File: config.mk
export PLATFORM = sky130hd
export DESIGN_NAME = crc12_frame_ctrl
export DESIGN_NICKNAME = d
export VERILOG_FILES = /design/src/rtl/crc12_pkg.sv /design/src/rtl/crc12_d12.sv /design/src/rtl/crc12_frame_ctrl.sv
export SDC_FILE = /design/constraint.sdc
export NUM_CORES = 1
export LEC_CHECK = 0
export CAP_MARGIN = 15
export CELL_PAD_IN_SITES_DETAIL_PLACEMENT = 1
export CELL_PAD_IN_SITES_GLOBAL_PLACEMENT = 1
export CORE_ASPECT_RATIO = 1.25
export CORE_MARGIN = 2
export CORE_UTILIZATION = 35
export DETAILED_ROUTE_END_ITERATION = 10
export GPL_TIMING_DRIVEN = 0
export PLACE_DENSITY_LB_ADDON = 0.1
export SLEW_MARGIN = 40
export SYNTH_ARGS = -nofsm -noshare
export SYNTH_HDL_FRONTEND = slang
export SYNTH_SLANG_ARGS = --single-unit
export TNS_END_PERCENT = 1
File: constraint.sdc
create_clock -name clk -period 5.94 [get_ports clk]
set_clock_uncertainty 0.15 [all_clocks]
set_input_delay 1.782 -clock clk [delete_from_list [all_inputs] [get_ports clk]]
set_output_delay 1.782 -clock clk [all_outputs]
set_load 0.01 [all_outputs]
File: src/rtl/crc12_pkg.sv
// Shared constants and FSM state type for the CRC-12 frame controller.
package crc12_pkg;

    localparam int CRC_W = 12;

    // x^12 + x^10 + x^7 + x^4 + x^3 + x^2 + x + 1, with the x^12 term implicit
    localparam logic [CRC_W-1:0] CRC_POLY = 12'h49F;

    typedef enum logic [1:0] {
        ST_IDLE   = 2'd0,
        ST_DATA   = 2'd1,
        ST_APPEND = 2'd2
    } state_t;

endpackage

File: src/rtl/crc12_d12.sv
// Combinational parallel CRC-12 update over one 12-bit word, D[11] shifted in first.
module crc12_d12
    import crc12_pkg::*;
(
    input  logic [CRC_W-1:0] data,
    input  logic [CRC_W-1:0] crc,
    output logic [CRC_W-1:0] newcrc
);

    // stage[k] is the register after the k most significant data bits have been shifted in
    logic [CRC_W-1:0] stage [0:CRC_W];

    assign stage[0] = crc;

    for (genvar gi = 0; gi < CRC_W; gi++) begin : g_bit
        logic fb;
        assign fb = stage[gi][CRC_W-1] ^ data[CRC_W-1-gi];
        assign stage[gi+1] = {stage[gi][CRC_W-2:0], 1'b0} ^ (fb ? CRC_POLY : {CRC_W{1'b0}});
    end

    assign newcrc = stage[CRC_W];

endmodule

File: src/rtl/crc12_frame_ctrl.sv
// CRC-12 frame controller: zero-latency word pass-through that appends (generate) or verifies (check) a CRC.
// Check mode is built only when CRC12_CHECK_EN is defined; otherwise every frame is a generate frame.
module crc12_frame_ctrl
    import crc12_pkg::*;
#(
    parameter logic [CRC_W-1:0] CRC_INIT = 12'h000,
    parameter int               LEN_W    = 16
) (
    input  logic             clk,
    input  logic             rst,
    input  logic             mode,
    input  logic             flush,
    input  logic [CRC_W-1:0] in_data,
    input  logic             in_valid,
    input  logic             in_last,
    output logic             in_ready,
    output logic [CRC_W-1:0] out_data,
    output logic             out_valid,
    output logic             out_last,
    input  logic             out_ready,
    output logic             done,
    output logic             crc_err,
    output logic [CRC_W-1:0] crc,
    output logic [LEN_W-1:0] frame_len
);

    state_t           state_reg, state_next;
    logic [CRC_W-1:0] crc_reg;
    logic [CRC_W-1:0] crc_base;
    logic [CRC_W-1:0] crc_new;
    logic [CRC_W-1:0] crc_stat_reg;
    logic [LEN_W-1:0] len_reg;
    logic             done_reg;
    logic             mode_eff;
    logic             accept;
    logic             frame_start;
    logic             chk_end;
    logic             append_done;

`ifdef CRC12_CHECK_EN
    logic mode_reg;
    logic crc_err_reg;

    // mode is only meaningful on the opening word; later words use the latched copy
    assign mode_eff = (state_reg == ST_IDLE) ? mode : mode_reg;
    assign crc_err  = crc_err_reg;
`else
    logic unused_mode;

    assign unused_mode = mode;
    assign mode_eff    = 1'b0;
    assign crc_err     = 1'b0;
`endif

    // The opening word of a frame is folded onto the seed, not onto a stale register
    assign crc_base = (state_reg == ST_IDLE) ? CRC_INIT : crc_reg;

    crc12_d12 u_crc (
        .data   (in_data),
        .crc    (crc_base),
        .newcrc (crc_new)
    );

    always_comb begin
        state_next  = state_reg;
        in_ready    = 1'b0;
        out_valid   = 1'b0;
        out_last    = 1'b0;
        out_data    = in_data;
        accept      = 1'b0;
        frame_start = 1'b0;
        chk_end     = 1'b0;
        append_done = 1'b0;

        if (rst || flush) begin
            state_next = ST_IDLE;
        end else begin
            case (state_reg)
                ST_IDLE, ST_DATA: begin
                    in_ready  = out_ready;
                    out_valid = in_valid;
                    out_last  = mode_eff & in_last;
                    accept    = in_valid & out_ready;
                    if (accept) begin
                        frame_start = (state_reg == ST_IDLE);
                        state_next  = ST_DATA;
                        if (in_last) begin
                            if (mode_eff) begin
                                chk_end    = 1'b1;
                                state_next = ST_IDLE;
                            end else begin
                                state_next = ST_APPEND;
                            end
                        end
                    end
                end
                ST_APPEND: begin
                    out_valid = 1'b1;
                    out_last  = 1'b1;
                    out_data  = crc_reg;
                    if (out_ready) begin
                        append_done = 1'b1;
                        state_next  = ST_IDLE;
                    end
                end
                default: begin
                    state_next = ST_IDLE;
                end
            endcase
        end
    end

    always_ff @(posedge clk or posedge rst) begin
        if (rst) begin
            state_reg <= ST_IDLE;
        end else begin
            state_reg <= state_next;
        end
    end

    always_ff @(posedge clk or posedge rst) begin
        if (rst) begin
            crc_reg      <= CRC_INIT;
            crc_stat_reg <= '0;
            len_reg      <= '0;
            done_reg     <= 1'b0;
`ifdef CRC12_CHECK_EN
            mode_reg     <= 1'b0;
            crc_err_reg  <= 1'b0;
`endif
        end else begin
            done_reg <= chk_end | append_done;

            if (accept) begin
                crc_reg <= crc_new;
            end

            if (frame_start) begin
                len_reg      <= LEN_W'(1);
                crc_stat_reg <= '0;
`ifdef CRC12_CHECK_EN
                mode_reg     <= mode;
                crc_err_reg  <= 1'b0;
`endif
            end else if (accept && (len_reg != {LEN_W{1'b1}})) begin
                len_reg <= len_reg + 1'b1;
            end

            if (append_done) begin
                crc_stat_reg <= crc_reg;
            end

`ifdef CRC12_CHECK_EN
            // Placed after the frame-start clear so a one-word check frame still reports
            if (chk_end) begin
                crc_stat_reg <= crc_base;
                crc_err_reg  <= (in_data != crc_base);
            end
`endif
        end
    end

    assign done      = done_reg;
    assign crc       = crc_stat_reg;
    assign frame_len = len_reg;

endmodule
Word-level counts from Yosys, hierarchy flattened
Cells that the tools add are included.

word-level totals
  input bits = 19
  bits in registers = 43
  output and inout port bits = 45

cells by class
  multiplexer cells = 38
  eq/ne operators = 5
  reduce and logical (&&, ||, !) cells = 7
  $add $sub $neg = 1
  bitwise gates (word level) = 25

operator list
  cell                                                                   number
  12-bit XOR                                                             12
  11-bit 2-to-1 mux                                                      12
  12-bit 2-to-1 mux                                                      5
  16-bit 2-to-1 mux                                                      2
  16-bit by 1-bit adder with 16-bit output, second input constant        1
  16-bit inequality test, second input constant                          1
  1-bit 2-to-1 mux                                                       13
  1-bit XOR                                                              12
  2-bit 2-to-1 mux                                                       4
  3-bit inequality test, second input constant                           2
  2-bit one-hot mux with 2 select lines                                  1
  2-bit nonzero test                                                     2
  2-bit by 1-bit equality test with 1-bit output, second input constant  1
  2-bit equality test, second input constant                             1
  2-bit logical NOT                                                      1
  1-bit one-hot mux with 2 select lines                                  1
  2-bit AND reduction                                                    1
  2-bit OR reduction                                                     1
  1-bit bitwise AND                                                      1
  1-bit logical AND                                                      1
  1-bit logical OR                                                       1

Longest topological paths before layout
  word-level depth = 38
  gate-level depth with buffers = 8
  depth with buffers taken out = 8

By module
A second synthesis with hierarchy kept.

unflattened totals
  cell total of the unflattened synthesis = 280
  area total of the unflattened synthesis = 2994.1 µm²

by module, submodules not included
  module            instances  cells each  area an instance (µm²)  sequential area each (µm²)
  crc12_frame_ctrl  1          230         2273.4                  1076.0
  crc12_d12         1          50          720.7                   0.0

Worst setup path before layout
OpenSTA, ideal clock, no wires.

  path type = in2out
  from = input flush
  to = output out_data[10]
  arrival = 3.081 ns
  path buffers = 1
  path slack = 0.927 ns
  cell stages on the path = 3
  path through = nor4b_2 > clkbuf_1 > mux2_2

between the ends
  word-level cells in the longest chain between the ends = 2

ends and longest elaborated chain
  item                RTL line                RTL
  start: declaration  crc12_frame_ctrl.sv:12  input logic flush,
  1-bit logical OR    crc12_frame_ctrl.sv:75  if (rst || flush) begin
  12-bit 2-to-1 mux   crc12_frame_ctrl.sv:75
  end: declaration    crc12_frame_ctrl.sv:17  output logic [CRC_W-1:0] out_data,

No other way between the ends.

Worst setup path in the final report
  from = input rst
  to = output out_data[4]

between the ends
  word-level cells in the longest chain between the ends = 2

ends and longest elaborated chain
  item                RTL line                RTL
  start: declaration  crc12_frame_ctrl.sv:10  input logic rst,
  1-bit logical OR    crc12_frame_ctrl.sv:75
  12-bit 2-to-1 mux   crc12_frame_ctrl.sv:75

No other way between the ends.

==> reports/metrics.csv <==
metric,value,unit
grt_util_all_layers,19.34,%
hold_ws,0.3630,ns
finalHoldViolCount,0,
rows,36,
crit_path_start_kind,input port,
synth_warnings,0,
p_per_area,358.7,nW/um2
r2r_slack,2.80,ns
r2r_start,state_reg[1]$_DFFE_PP0P_,
detail-route-antenna-nets,0,
dp_hpwl,6269,um
fillerInstances,877,
ioPinCount,64,
synthDistinctLibCells,43,
synthesis.area,2865,um2
chipWidth,84.93,um
synth_cells,287,
antenna_found_initial,0,
relSlewSlack,52.99,%
arrival,3.85,ns
grt_pass1_vias,2617,
tightest_slew,0.7002,ns
place_congestion,0.8309,
avgSynthCellArea,9.983,um2
finalCritPeriodShare,97.41,%
timing.rr.end,crc_reg[1]$_DFFE_PP0P_,
fin_nets,376,
wirelength,8221,um
path_max_fanout,10,
setup_tns,0,ns
cts-root-buf,clkbuf_8,
cts_made_buffers,5,
clk_path_buf_depth,2,
cts_tree,built,
initial_core_util,36.35,%
viasPerCell,5.257,
rsz0062_at_grt,false,
final_max_slew_viol_count,0,
grt_max_degree,40,
synth_fp_nets,307,
core,7883,um2
hold_path_class,reg -> reg,
grt_pass1_wl,13590,um
antennaDiodeCount,0,
cp-end-kind,output port,
synth-seq-cells,43,
hp-start,crc[11]$_DFFE_PP0P_,
max_freq,172.8,MHz
holdPathStages,1,
status,"complete, no violations",
cp.required,4.01,ns
period_needed,5.786,ns
finalSetupViolCount,0,
avgRoutedWirePerCell,18.19,um
max_cap_viol_count,0,
rr_worst_depth,7,
worst-setup-path-type,in -> out,
area_growth,31.40,%
clock_latency,0.31,ns
cts_sinks,43,
die-area,8931,um2
drc,0,
path_clk_slew,0.10,ns
drt-initial-drc-count,94,
globalRouteOverflowTotal,0,
largest_reg_flops,24,
seq_area_frac_synth,37.55,%
port_buffers,60,
vias,2376,
drtPass1Iterations,4,
vdd_drop_max,0.1642,mV
h-tree-depth,2,
p_leak,1.565,nW
min_to,crc[11]$_DFFE_PP0P_,
die_y,105.2,um
layout-drive-gt1-share,11.76,%
cts.hold.buffers_added,0,
[logic make-up (layout without fill, tap and decap cells)]
family | Yosys count | in the layout | share of synthesized area, %
XOR/XNOR | 62 | 62 | 25.46
flip-flops | 43 | 43 | 37.55
buffers and inverters | 27 | 97 | 4.366
multiplexers | 15 | 15 | 5.764
adder cells (fa/ha/maj) | 1 | 1 | 0.4366
other | 1 | 1 | 0.1309
AO/OA/AOI/OAI | 61 | 61 | 13.41
AND/OR/NAND/NOR | 77 | 77 | 12.88
[per-stage QoR]
step | setup slack, ns | instances | util, % | power, mW | area, um2
final | 0.1537 | 452 | 47.76 | 1.350 | 3765
after CTS | 0.1080 | 452 | 47.76 | 1.363 | 3765
after detailed placement | -0.4273 | 443 | 45.76 | 1.068 | 3607
after global placement | -0.4035 | 442 | 45.48 | 1.054 | 3585
after global routing | 0.04599 | 452 | 47.76 | 1.431 | 3765
after floorplan | 0.9273 | 287 | - | 0.9024 | 2865
[critical path, stage by stage]
cell and delay (ns):
clkdlybuf4s50_1 0.53, nor4b_4 0.37, clkbuf_2 0.32, mux2_2 0.37, clkdlybuf4s50_1 0.47
[cells in the mapped netlist, drive strengths merged]
| cell type | n | area share, % |
|---|---|---|
| a21oi | 7 | 1.2 |
| inv | 12 | 1.6 |
| xor3 | 2 | 1.7 |
| nand4 | 4 | 0.87 |
| conb | 1 | 0.13 |
| mux2i | 3 | 1.0 |
| clkbuf | 9 | 1.2 |
| nor2b | 1 | 0.22 |
| ha | 1 | 0.44 |
| xnor3 | 9 | 7.4 |
| mux2 | 12 | 4.7 |
| xor2 | 15 | 4.6 |
| a21o | 2 | 0.52 |
| o21a | 1 | 0.26 |
| nand3 | 9 | 1.6 |
| nor4 | 3 | 0.66 |
| and2 | 4 | 0.87 |
| a31oi | 4 | 0.87 |
| nor4b | 1 | 0.52 |
| a311oi | 1 | 0.31 |
| nor2 | 16 | 2.2 |
| dlygate4sd1 | 1 | 0.31 |
| o21ai | 30 | 5.4 |
| nand2b | 2 | 0.44 |
| o31ai | 1 | 0.26 |
| nor3 | 4 | 0.70 |
| or3 | 4 | 0.87 |
| a22o | 15 | 4.6 |
| nand2 | 27 | 3.5 |
| and3 | 2 | 0.44 |
| buf | 5 | 1.3 |
| dfrtp | 43 | 38 |
| xnor2 | 36 | 12 |
[report_power, final]
part           leakage, nW  internal [mW]  switching (mW)
Sequential           0.568          0.344          0.0621
Clock               0.0703          0.171           0.118
Combinational        0.926          0.371           0.284
[layer usage]
metal / part of all wire [%] / track usage (%) / up-vias
li1: - / - / 1124
met1: 43 / 24.10 / 1182
met2: 51 / 33.75 / 55
met3: 3.2 / 2.686 / 15
met4: 2.7 / 7.029 / 0
met5: 0 / 0 / -
[layout by cell type (no fill, tap or decap), types with 9 or more instances in the layout]
master	n
clkdlybuf4s50_1	60
dfrtp_1	43
inv_1	11
nor2_1	15
nand3_1	9
a22o_1	15
mux2_2	12
o21ai_0	27
xor2_1	15
nand2_1	27
xnor2_1	33
[worst max path at each step]
stage | end | start
after floorplan | out_data[10] | flush
after detailed placement | out_data[7] | rst
after CTS | out_data[7] | rst
final | out_data[4] | rst
after global placement | out_data[7] | rst
after global routing | out_data[9] | rst
[timing repair]
item / 4_1_cts / 5_1_grt
setup endpoints to repair: 10 / 0
gates resized for setup: 2 / 0
setup buffers: 1 / 0
[final cells by class]
type / count / area, um2 / area share [%]
clock buffer: 5 / 68.82 / 1.828
buffer: 15 / 81.33 / 2.160
timing repair buffer: 62 / 628.1 / 16.68
inverter: 12 / 47.55 / 1.263
sequential: 43 / 1076 / 28.58
tap: 95 / 118.9 / 3.157
multi-input combinational: 217 / 1673 / 44.43
clock inverter: 3 / 71.32 / 1.894
No activity file was read; power rests on OpenSTA's default activity.
